## src/rtl/io_pad_arb_pkg.sv

```systemverilog
// io_pad_arb_pkg: shared state encoding, width helper and default timing constants for the pad arbiter
package io_pad_arb_pkg;
   typedef enum logic [1:0] {IDLE, SWITCH, OWN} arb_state_t;
   localparam int TURN_CYC_DEF = 2;
   localparam int MAX_HOLD_DEF = 16;
   function automatic int idx_w(input int n);
      return (n < 2) ? 1 : $clog2(n);
   endfunction
endpackage

```

## src/rtl/rr_pick.sv

```systemverilog
// rr_pick: combinational round-robin selector, first requester at or after ptr (wrapping)
module rr_pick #(
   parameter int N = 4,
   parameter int W = 2
) (
   input  logic [N-1:0] req,
   input  logic [W-1:0] ptr,
   output logic         valid,
   output logic [W-1:0] idx
);
   always_comb begin
      valid = |req;
      idx = '0;
      for (int k = N - 1; k >= 0; k--)
         if (req[W'((int'(ptr) + k) % N)]) idx = W'((int'(ptr) + k) % N);
   end
endmodule

```

## src/rtl/io_pad_arbiter.sv

```systemverilog
// io_pad_arbiter: round-robin sharing of a GPIO pad group with a tristated turnaround between owners.
// Define IO_ARB_PREEMPT_EN to preempt an owner that holds the pads for MAX_HOLD cycles while others wait.
module io_pad_arbiter
   import io_pad_arb_pkg::*;
#(
   parameter int NUM_REQ  = 4,
   parameter int PAD_W    = 5,
   parameter int TURN_CYC = TURN_CYC_DEF,
   parameter int MAX_HOLD = MAX_HOLD_DEF
) (
   input  logic                     wb_clk_i,
   input  logic                     wb_rst_i,
   input  logic [NUM_REQ-1:0]       req_i,
   input  logic [NUM_REQ*PAD_W-1:0] out_i,
   input  logic [NUM_REQ*PAD_W-1:0] oeb_i,
   output logic [NUM_REQ-1:0]       gnt_o,
   output logic [PAD_W-1:0]         in_o,
   output logic                     busy_o,
   input  logic [PAD_W-1:0]         io_in,
   output logic [PAD_W-1:0]         io_out,
   output logic [PAD_W-1:0]         io_oeb
);
   localparam int IW = idx_w(NUM_REQ);
   localparam int TW = idx_w(TURN_CYC);
   if (NUM_REQ < 2 || NUM_REQ > 8 || TURN_CYC < 1 || MAX_HOLD < 1) begin : g_bad_cfg
      $error("io_pad_arbiter: unsupported parameter set");
   end
   arb_state_t state;
   logic [IW-1:0] ptr, pend, owner, pick_idx;
   logic [TW-1:0] turn_cnt;
   logic pick_vld, preempt, keep;
   rr_pick #(.N(NUM_REQ), .W(IW)) u_pick (
      .req(req_i),
      .ptr(ptr),
      .valid(pick_vld),
      .idx(pick_idx)
   );
   assign in_o = io_in;
`ifdef IO_ARB_PREEMPT_EN
   localparam int HW = idx_w(MAX_HOLD);
   logic [HW-1:0] hold_cnt;
   assign preempt = (hold_cnt == HW'(MAX_HOLD - 1)) && |(req_i & ~(NUM_REQ'(1) << owner));
   always_ff @(posedge wb_clk_i or posedge wb_rst_i)
      if (wb_rst_i) hold_cnt <= '0;
      else hold_cnt <= (state != OWN) ? '0 : (hold_cnt == HW'(MAX_HOLD - 1)) ? hold_cnt : hold_cnt + 1'b1;
`else
   assign preempt = 1'b0;
`endif
   // the owner keeps the pads only for cycles after which it still owns them
   assign keep = (state == OWN) && req_i[owner] && !preempt;
   always_ff @(posedge wb_clk_i or posedge wb_rst_i) begin
      if (wb_rst_i) begin
         state <= IDLE;
         ptr <= '0;
         pend <= '0;
         owner <= '0;
         turn_cnt <= '0;
         gnt_o <= '0;
         busy_o <= 1'b0;
         io_out <= '0;
         io_oeb <= '1;
      end else begin
         io_out <= keep ? out_i[int'(owner)*PAD_W +: PAD_W] : '0;
         io_oeb <= keep ? oeb_i[int'(owner)*PAD_W +: PAD_W] : '1;
         case (state)
            IDLE:
               if (pick_vld) begin
                  pend <= pick_idx;
                  turn_cnt <= TW'(TURN_CYC - 1);
                  busy_o <= 1'b1;
                  state <= SWITCH;
               end
            SWITCH:
               if (!req_i[pend]) begin
                  busy_o <= 1'b0;
                  state <= IDLE;
               end else if (turn_cnt == '0) begin
                  owner <= pend;
                  gnt_o <= NUM_REQ'(1) << pend;
                  state <= OWN;
               end else turn_cnt <= turn_cnt - 1'b1;
            OWN:
               if (!keep) begin
                  gnt_o <= '0;
                  ptr <= (owner == IW'(NUM_REQ - 1)) ? '0 : owner + 1'b1;
                  busy_o <= 1'b0;
                  state <= IDLE;
               end
            default: state <= IDLE;
         endcase
      end
   end
endmodule
```

## config.mk

```make
export PLATFORM = sky130hd
export DESIGN_NAME = io_pad_arbiter
export DESIGN_NICKNAME = d
export VERILOG_FILES = /design/src/rtl/io_pad_arb_pkg.sv /design/src/rtl/rr_pick.sv /design/src/rtl/io_pad_arbiter.sv
export SDC_FILE = /design/constraint.sdc
export NUM_CORES = 1
export LEC_CHECK = 0
export CORE_ASPECT_RATIO = 0.9
export CORE_MARGIN = 2
export CORE_UTILIZATION = 41
export DETAILED_ROUTE_END_ITERATION = 12
export PLACE_DENSITY = 0.8
export SYNTH_ARGS = -nofsm -noshare
export SYNTH_HDL_FRONTEND = slang
export SYNTH_HIERARCHICAL = 1
export SYNTH_SLANG_ARGS = --single-unit
export TNS_END_PERCENT = 20
```

## constraint.sdc

```tcl
create_clock -name wb_clk_i -period 2.1 [get_ports wb_clk_i]
set_clock_uncertainty 0.1 [all_clocks]
set_input_delay 0.21 -clock wb_clk_i [delete_from_list [all_inputs] [get_ports wb_clk_i]]
set_output_delay 0.21 -clock wb_clk_i [all_outputs]
set_load 0.01 [all_outputs]
```

==> flow_summary.json <==
{
  "dieHeight_um": 61.39,
  "htreeDepth": 1,
  "period_needed_ns": 2.004,
  "die_w_um": 67.76,
  "initial_core_util_pct": 43.76,
  "cts_tree": "built",
  "boundaryPins": 71,
  "gp_congestion": 0.8145,
  "synth_area_per_cell_um2": 12.30,
  "yosysMostFrequentCell": "dfrtp_1",
  "cts.clk_slew.worst_paths_ns": 0.09,
  "finalSetupViolCount": 0,
  "postLayoutCellArea_um2": 2196,
  "ant_nets": 0,
  "tightest_slew_ns": 0.3810,
  "routed_wl_um": 3519,
  "place_worst_setup_slack_ns": -0.008735,
  "startpoint_type": "flop",
  "postCtsSetupBuffers": 0,
  "rsz0062_at_grt": "yes",
  "p_total_mw": 2.447,
  "fin_cells": 225,
  "netlist_top_cells_count": "19 x dfrtp_1, 11 x mux2_2, 10 x mux4_2",
  "post_drt_wl_per_cell_um": 15.64,
  "crit_fanout": 5,
  "yosys_warnings": 6,
  "status": "finished, final reports clean",
  "synth_top_area_share_pct": 31.69,
  "synthArstFlopShare_pct": 100.0,
  "numCtsBuffers": 3,
  "holdWs_ns": 0.1788,
  "synth.area.top_cells": "dfrtp_1 32%, mux4_2 15%, dfstp_2 8.8%",
  "holdCritPathClass": "in2async",
  "antenna_cells": 0,
  "fin_util_pct": 64.05,
  "post_dp_cell_area_um2": 2120,
  "synth_edf_count": 0,
  "slew_viol_final": 0,
  "required_ns": 2.16,
  "worst_slack_ns": 0.09580,
  "power.static_leakage_nw": 0.8970,
  "portBuffers": 60,
  "cts.sinks": 24,
  "grt_pass1_vias": 1233,
  "ys_types": 32,
  "drv_cap": 0,
  "p_per_area_nw_per_um2": 1114,
  "die_area_um2": 4159,
  "via_per_inst": 5.200,
  "ys.flop_type": "dfrtp_1",
  "dp_cells": 221,
  "max_freq_mhz": 499.0,
  "cts.hold.buffers_added": 0,
  "cts_root_buf": "clkbuf_8",
  "drive_gt1_share_pct": 25.41,
  "dr.pass1.iters": 4,
  "path_class": "reg2reg",
  "syn_inst": 122,
  "finalHoldViolCount": 0,
  "worstReg2RegStart": "state[1]",
  "clockBufferDepth": 2,
  "critPathCaptureType": "flop",
  "yosys.area.top_type": "dfrtp_1",
  "dp_hpwl_um": 2870,
  "syn_to_final_growth_pct": 46.37,
  "worst_ir_drop_vdd_uv": 643.9,
  "r2r_cells": 6,
  "ys_seq_area_share_pct": 40.45,
  "globalRouteOverflowTotal": 0,
  "drcViolationCount": 0,
  "grt_max_degree": 25,
  "grt_pass1_wl_um": 5658,
  "period_share_pct": 95.44,
  "timing.rr.end": "gnt_o[2]",
  "drtIter0Drc": 41,
  "num-nets-final": 238,
  "r2r_setup_slack_ns": 0.1,
  "netlist_area_um2": 1500,
  "antenna_found_initial": 0,
  "core_area_um2": 3428,
  "clkLatencyLatePin_ns": 0.27,
  "ys_seq_elements": 24,
  "cp.arrival_ns": 2.07,
  "num_rows": 20,
  "relSlewSlack_pct": 74.60,
  "num_vias": 1170,
  "synth_nets": 178,
  "grt_use_total_pct": 18.72,
  "fin_setup_tns_ns": 0
}
## layer usage
layer,part of all wire [%],track usage [%],vias to the layer above
li1,-,-,554
met1,38,21.71,561
met2,53,33.47,46
met3,6.9,5.119,9
met4,1.5,6.706,0
met5,0,0,-
## kinds of logic after synthesis
family | share of synthesized area [%]
mux | 27.27
fa+ha+maj | 4.170
compound gates | 8.090
buf+inv | 6.172
flops | 40.45
simple gates | 13.84
## layout by cell type (no fill, tap or decap)
cell	netlist	final
nor2_2	0	1
a221oi_4	1	1
dfrtp_1	19	19
nand2_1	7	7
bufinv_16	0	1
nor2_1	6	5
inv_1	5	5
o22a_1	1	1
mux2_2	11	11
mux4_2	10	10
o21ai_0	1	1
and2_1	5	5
o22ai_1	2	2
buf_4	5	5
o211ai_1	1	1
nor3b_1	3	3
mux2i_1	6	6
and3b_2	1	1
or2_2	5	5
nand4b_1	1	1
a2bb2oi_1	1	1
nand2b_1	7	7
ha_2	0	1
dfstp_2	5	5
nor3_1	1	1
a21oi_1	2	2
o22a_2	1	1
ha_1	5	4
a31oi_1	2	2
a211oi_2	1	1
and3_1	1	1
clkbuf_8	0	3
a211oi_1	1	1
clkdlybuf4s50_1	0	60
## final cells by class
cell class / count / area [um^2]
Fill cell: 252 / 1232
Multi-Input combinational cell: 83 / 805.8
Timing Repair Buffer: 65 / 638.1
Sequential cell: 24 / 606.8
Tap cell: 44 / 55.05
Clock buffer: 3 / 41.29
Clock inverter: 1 / 30.03
Inverter: 5 / 18.77
## where the power goes
| part | leakage [nW] | switching, mW | internal (mW) | total (mW) |
|---|---|---|---|---|
| Sequential | 0.295 | 0.169 | 0.613 | 0.782 |
| Clock | 0.0357 | 0.152 | 0.255 | 0.407 |
| Combinational | 0.566 | 0.505 | 0.752 | 1.26 |
| Total | 0.897 | 0.827 | 1.62 | 2.45 |
## state kept, by name, summed over array words and instances (netlist names)
name	count
io_out	5
busy_o	1
gnt_o	4
ptr	2
owner	2
pend	2
state	2
turn_cnt	1
io_oeb	5
## worst max path at each step
stage                        start        to  slack [ns]  cells past startpoint
after CTS                 state[1]  owner[0]        0.05                      7
final                     state[1]  gnt_o[2]         0.1                      6
after floorplan           state[1]  gnt_o[0]        0.19                      6
after global placement    req_i[3]  gnt_o[3]        0.04                      5
after global routing      state[1]  gnt_o[2]       -0.02                      6
after detailed placement  req_i[3]  gnt_o[2]      -0.009                      5
## worst max-delay path, cell delays in order (launching register included)
cell and delay, ns:
dfrtp_1 0.42, inv_1 0.09, ha_2 0.25, nand2_1 0.07
o22a_2 0.26, a221oi_4 0.32, mux2_2 0.38
## what timing repair did
item                                    4_1_cts  5_1_grt
gates resized for setup                       0        2
hold endpoints to repair                      0        0
endpoints found under the setup margin        0        6
No activity file was read; power rests on OpenSTA's default activity.
